## src/rtl/disp_pkg.sv

```systemverilog
// rtl/disp_pkg.sv - shared types, constants and helpers for the display scan controller
package disp_pkg;
  localparam int NIBBLE_W         = 4;
  localparam int MAX_DIGITS       = 8;
  localparam int DEF_NUM_DIGITS   = 4;
  localparam int DEF_REFRESH_DIV  = 2500;
  localparam int DEF_BLANK_CYCLES = 16;

  typedef enum logic [1:0] {OFF, BLANK, SHOW} scan_state_e;

  function automatic logic [MAX_DIGITS-1:0] onehot(input logic [2:0] idx);
    logic [MAX_DIGITS-1:0] v;
    v      = '0;
    v[idx] = 1'b1;
    return v;
  endfunction
endpackage

```

## src/rtl/disp_slot_timer.sv

```systemverilog
// rtl/disp_slot_timer.sv - per-digit slot counter and digit index with slot/frame strobes
module disp_slot_timer import disp_pkg::*; #(
  parameter int REFRESH_DIV = DEF_REFRESH_DIV,
  parameter int NUM_DIGITS  = DEF_NUM_DIGITS,
  localparam int CNT_W = $clog2(REFRESH_DIV),
  localparam int IDX_W = $clog2(NUM_DIGITS)
) (
  input  logic             clk,
  input  logic             rst_n,
  input  logic             run,
  output logic [CNT_W-1:0] slot_cnt,
  output logic [IDX_W-1:0] digit_idx,
  output logic             slot_end,
  output logic             frame_wrap
);
  assign slot_end   = (slot_cnt == CNT_W'(REFRESH_DIV - 1));
  assign frame_wrap = slot_end && (digit_idx == IDX_W'(NUM_DIGITS - 1));

  // digit_idx wraps at NUM_DIGITS-1 explicitly so non-power-of-two digit counts work
  always_ff @(posedge clk or negedge rst_n) begin
    if (!rst_n) begin
      slot_cnt  <= '0;
      digit_idx <= '0;
    end else if (!run) begin
      slot_cnt  <= '0;
      digit_idx <= '0;
    end else if (slot_end) begin
      slot_cnt  <= '0;
      digit_idx <= frame_wrap ? '0 : digit_idx + IDX_W'(1);
    end else begin
      slot_cnt  <= slot_cnt + CNT_W'(1);
    end
  end
endmodule

```

## src/rtl/disp_scan_ctrl.sv

```systemverilog
// rtl/disp_scan_ctrl.sv - multiplexed seven-segment scan controller with tear-free frame commits
module disp_scan_ctrl import disp_pkg::*; #(
  parameter int NUM_DIGITS   = DEF_NUM_DIGITS,
  parameter int REFRESH_DIV  = DEF_REFRESH_DIV,
  parameter int BLANK_CYCLES = DEF_BLANK_CYCLES
) (
  input  logic                         clk,
  input  logic                         rst_n,
  input  logic                         scan_en,
  input  logic                         lz_suppress,
  input  logic                         load_valid,
  input  logic [NIBBLE_W*NUM_DIGITS-1:0] load_data,
  output logic                         load_ready,
  output logic [NIBBLE_W-1:0]          digit_value,
  output logic                         seg_blank,
  output logic [NUM_DIGITS-1:0]        digit_sel,
  output logic                         frame_start
);
  localparam int DATA_W = NIBBLE_W * NUM_DIGITS;
  localparam int CNT_W  = $clog2(REFRESH_DIV);
  localparam int IDX_W  = $clog2(NUM_DIGITS);

  scan_state_e         state_q, state_d;
  logic [CNT_W-1:0]    slot_cnt;
  logic [IDX_W-1:0]    digit_idx;
  logic                slot_end, frame_wrap;
  logic [DATA_W-1:0]   display_reg, pending;
  logic                pending_valid, pending_valid_d, lz_q;
  logic                boundary, transfer, show;
  logic [NIBBLE_W-1:0] nib [NUM_DIGITS];
  logic [NUM_DIGITS-1:0] supp;
  logic                upper_zero;

  disp_slot_timer #(.REFRESH_DIV(REFRESH_DIV), .NUM_DIGITS(NUM_DIGITS)) u_timer (
    .clk        (clk),
    .rst_n      (rst_n),
    .run        (scan_en && (state_q != OFF)),
    .slot_cnt   (slot_cnt),
    .digit_idx  (digit_idx),
    .slot_end   (slot_end),
    .frame_wrap (frame_wrap)
  );

  always_comb begin
    state_d = state_q;
    if (!scan_en) begin
      state_d = OFF;
    end else begin
      case (state_q)
        OFF:     state_d = BLANK;
        BLANK:   if (slot_cnt == CNT_W'(BLANK_CYCLES - 1)) state_d = SHOW;
        SHOW:    if (slot_end) state_d = BLANK;
        default: state_d = OFF;
      endcase
    end
  end

  // A load arriving on a boundary cycle lands in pending only; it commits next frame
  assign boundary        = scan_en && ((state_q == OFF) || frame_wrap);
  assign transfer        = load_valid && !pending_valid;
  assign pending_valid_d = transfer || (pending_valid && !boundary);
  assign show            = scan_en && (state_q == SHOW);

  always_comb begin
    supp       = '0;
    upper_zero = 1'b1;
    for (int k = 0; k < NUM_DIGITS; k++) nib[k] = display_reg[k*NIBBLE_W +: NIBBLE_W];
    for (int k = NUM_DIGITS - 1; k > 0; k--) begin
      upper_zero = upper_zero && (nib[k] == '0);
      supp[k]    = lz_q && upper_zero;
    end
  end

  always_ff @(posedge clk or negedge rst_n) begin
    if (!rst_n) begin
      state_q       <= OFF;
      display_reg   <= '0;
      pending       <= '0;
      pending_valid <= 1'b0;
      lz_q          <= 1'b0;
    end else begin
      state_q       <= state_d;
      pending_valid <= pending_valid_d;
      if (transfer) pending <= load_data;
      if (boundary) begin
        lz_q <= lz_suppress;
        if (pending_valid) display_reg <= pending;
      end
    end
  end

  always_ff @(posedge clk or negedge rst_n) begin
    if (!rst_n) begin
      digit_value <= '0;
      seg_blank   <= 1'b1;
      digit_sel   <= '0;
      frame_start <= 1'b0;
      load_ready  <= 1'b1;
    end else begin
      load_ready  <= !pending_valid_d;
      frame_start <= scan_en && (state_q == BLANK) && (slot_cnt == '0) && (digit_idx == '0);
      if (show) begin
        digit_sel   <= NUM_DIGITS'(onehot(3'(digit_idx)));
        digit_value <= nib[digit_idx];
        seg_blank   <= supp[digit_idx];
      end else begin
        digit_sel   <= '0;
        seg_blank   <= 1'b1;
      end
    end
  end
endmodule

```

## config.mk

```make
export PLATFORM = sky130hd
export DESIGN_NAME = disp_scan_ctrl
export DESIGN_NICKNAME = d
export VERILOG_FILES = /design/src/rtl/disp_pkg.sv /design/src/rtl/disp_slot_timer.sv /design/src/rtl/disp_scan_ctrl.sv
export SDC_FILE = /design/constraint.sdc
export NUM_CORES = 1
export LEC_CHECK = 0
export ABC_CLOCK_PERIOD_IN_PS = 5100
export CAP_MARGIN = 15
export CORE_ASPECT_RATIO = 0.8
export CORE_MARGIN = 2
export CORE_UTILIZATION = 60
export CTS_BUF_LIST = sky130_fd_sc_hd__clkbuf_2
export CTS_CLUSTER_DIAMETER = 100
export DETAILED_ROUTE_END_ITERATION = 16
export PLACE_DENSITY = 0.88
export SETUP_SLACK_MARGIN = 0.15
export SLEW_MARGIN = 20
export SYNTH_ARGS = -nofsm -noshare
export SYNTH_HDL_FRONTEND = slang
export SYNTH_HIERARCHICAL = 1
export SYNTH_SLANG_ARGS = --single-unit
```

## constraint.sdc

```tcl
create_clock -name clk -period 5.1 [get_ports clk]
set_clock_uncertainty 0.15 [all_clocks]
set_input_delay 0.51 -clock clk [delete_from_list [all_inputs] [get_ports clk]]
set_output_delay 0.51 -clock clk [all_outputs]
set_load 0.03 [all_outputs]
```

==> results.ini <==
[status]
status=completed

[hold_path]
whs_endpoint=display_reg[0]$_DFFE_PN0P_
whs_path_depth=1
hp-start=pending[0]$_DFFE_PN0P_
min_path_type=flop to flop

[sta]
maxSlewHeadroom=0.514
setup_ws_ps=2450
tightest_slew_ps=730
tns_ps=0
setup_viol_count_final=0
period_needed_ps=2650
hold_viol=0
drv_slew=0
fin_crit_sh=0.519
rsz0062_at_grt=no
timing.fmax_ghz=0.378

[cells_and_area]
num_antenna_cells=0
drive_gt1_frac=0.304
fin_area_um2=3180
synthToLayoutAreaGrowth_pct=19.2
utilization=0.752
nets=258

[global_route]
grt_pass1_vias=1684
grt_pass1_wl_mm=8.49
track_usage=0.230
antenna_found_initial=0
grt_start_max_net_pins=62
gr-total-overflow=0

[critical_path]
cp_slowest_cell=o211ai_4
crit_fanout=17
crit_buf_inv=0
critPathKind=flop to flop
reg2regPathDepth=6
cp-end-kind=flop
cp_cell_sequence=ha_1 -> and4bb_2 -> and3_2 -> and2_1 -> o211ai_4 -> mux2_2
cpPeakStageDelay_ps=520
required_ps=5330
worstReg2RegEnd=display_reg[11]$_DFFE_PN0P_
rr_startpoint=u_timer/slot_cnt[0]$_DFF_PN0_
cp_top_family=simple AND/OR/NAND/NOR gates
critPathArrivalTime_ps=2880
cp.depth=6
startpoint_type=flop
reg2reg_slack_ps=2450

[routing]
vias=1678
totalWireLength_mm=4.91
viasPerCell=5.65
antenna_left=0
first_pass_iters=4
drc=0
dr.first_iter.drc_count=121
wl_per_cell_um=16.5

[place]
dp_hpwl_mm=3.23
routabilityCongestion=0.865
portBuffers=31
place_ws_ps=2490
place_area_um2=3020

[clock_network]
clk_latency_ps=490
clk_path_buf_depth=2
cts_tree=yes
cts_resized=0
cts.clk_slew.worst_paths_ps=160
cts_sinks=61
cts_root_buf=clkbuf_2
numCtsBuffers=9
post-cts-setup-buffer-count=0
h-tree-depth=3

[job]
maxCapViolCount=0

[die]
fp.coreArea_um2=4230
initial_core_util=0.631
die_y_um=63.7
dieArea_um2=5000
core.rowCount=21
dieWidth_um=78.6
ios=32

[logic_synthesis]
yosys-top-cells-count=dfrtp_1 (59), mux2_2 (37), nor2_1 (13)
synth_top_area_frac=0.553
ys.flop_type=dfrtp_1
synth_top_area_cell=dfrtp_1
yosysSeqAreaShare=0.573
synth_fp_nets=219
yosys_register_bits=61
synthMostInstantiatedCell=dfrtp_1
synth_area_leaders=dfrtp_1 (55%), mux2_2 (16%), mux4_2 (2.5%)
syn_area_per_cell_um2=13.6
synthCells=196
synth_cell_types=40
synth-edff-count=0
yosysWarnings=6
async_flop_share=1.00
syn_area_um2=2670

[power]
comb_power_share=0.171
p_sw_mw=0.331
power_density_nw_per_um2=407
p_int_mw=0.965
p_leak_nw=1.35
power.share.clock=0.294
pwr-share-seq=0.536
peakVddDrop_uv=277
swShare=0.255
power_mw=1.30

==> worst reg2reg max path: stages (launching register included) <==
cell	delay, ps
dfrtp_1	490
ha_1	290
and4bb_2	260
and3_2	230
and2_1	200
o211ai_4	520
mux2_2	410
==> stage by stage <==
stage	hold slack, ps	std cells
floorplan	64.4	196
global placement	332	280
detailed placement	344	280
CTS	379	297
global route	394	297
finish	373	297
==> final cells by class <==
class / count / area [µm²]
timing repair buffer: 34 / 330
multi-input combinational: 125 / 1080
clock buffer: 11 / 55.1
clock inverter: 5 / 98.8
inverter: 4 / 15.0
sequential: 61 / 1530
fill: 280 / 1050
tap: 57 / 71.3
==> placed cells by master, fill, tap and decap left out, types with 2 or more instances in the layout <==
| cell type | n |
|---|---|
| mux4_2 | 3 |
| o21ai_0 | 3 |
| dfrtp_1 | 59 |
| dfstp_2 | 2 |
| xor2_1 | 3 |
| inv_1 | 4 |
| clkdlybuf4s50_1 | 30 |
| clkbuf_2 | 11 |
| bufinv_16 | 3 |
| nor3b_1 | 2 |
| nand4_1 | 3 |
| nor2b_1 | 2 |
| nand3b_1 | 2 |
| nor4_1 | 3 |
| nor3_1 | 6 |
| nand3_1 | 4 |
| and3_1 | 2 |
| nor4_2 | 3 |
| buf_4 | 2 |
| mux2_2 | 37 |
| nand2_1 | 10 |
| ha_1 | 2 |
| nor2_1 | 13 |
| and3_2 | 3 |
| xnor2_1 | 7 |
==> power groups by stage <==
| stage | Sequential [mW] | Clock, mW | Combinational [mW] |
|---|---|---|---|
| 3_3_place_gp | 0.696 | 0 | 0.211 |
| 3_5_place_dp | 0.701 | 0 | 0.222 |
| 4_1_cts | 0.693 | 0.391 | 0.225 |
| 6_report | 0.695 | 0.380 | 0.221 |
| 2_1_floorplan | 0.669 | 0 | 0.168 |
| 5_1_grt | 0.709 | 0.412 | 0.246 |
==> repair_timing <==
| action | in CTS | in global routing |
|---|---|---|
| hold buffers | 1 | 0 |
| setup endpoints to repair | 0 | 0 |
| hold endpoints to repair | 19 | 0 |
==> worst max path at each step <==
stage                                             start                          end  slack (ps)
final                     u_timer/slot_cnt[0]$_DFF_PN0_  display_reg[11]$_DFFE_PN0P_        2450
after global routing      u_timer/slot_cnt[0]$_DFF_PN0_   display_reg[0]$_DFFE_PN0P_        2330
after CTS                 u_timer/slot_cnt[0]$_DFF_PN0_  display_reg[13]$_DFFE_PN0P_        2450
after detailed placement  u_timer/slot_cnt[0]$_DFF_PN0_   display_reg[2]$_DFFE_PN0P_        2490
after global placement    u_timer/slot_cnt[0]$_DFF_PN0_   display_reg[7]$_DFFE_PN0P_        2590
after floorplan           u_timer/slot_cnt[0]$_DFF_PN0_   display_reg[0]$_DFFE_PN0P_        2730
==> cells by family after synthesis <==
family	after synthesis	synth area share
flip-flops	61	0.573
buffers and inverters	10	0.0216
multiplexers	41	0.191
XOR/XNOR	10	0.0328
AND/OR/NAND/NOR	63	0.144
AO/OA/AOI/OAI	9	0.0277
adder cells (fa/ha/maj)	2	0.00937
==> metal layers <==
layer / global-route usage / vias up / share of wire
met5: 0 / - / 0
met4: 0.0987 / 0 / 0.016
met3: 0.0774 / 11 / 0.060
met2: 0.337 / 49 / 0.46
met1: 0.315 / 833 / 0.46
li1: - / 785 / -
No activity file was read; power rests on OpenSTA's default activity.
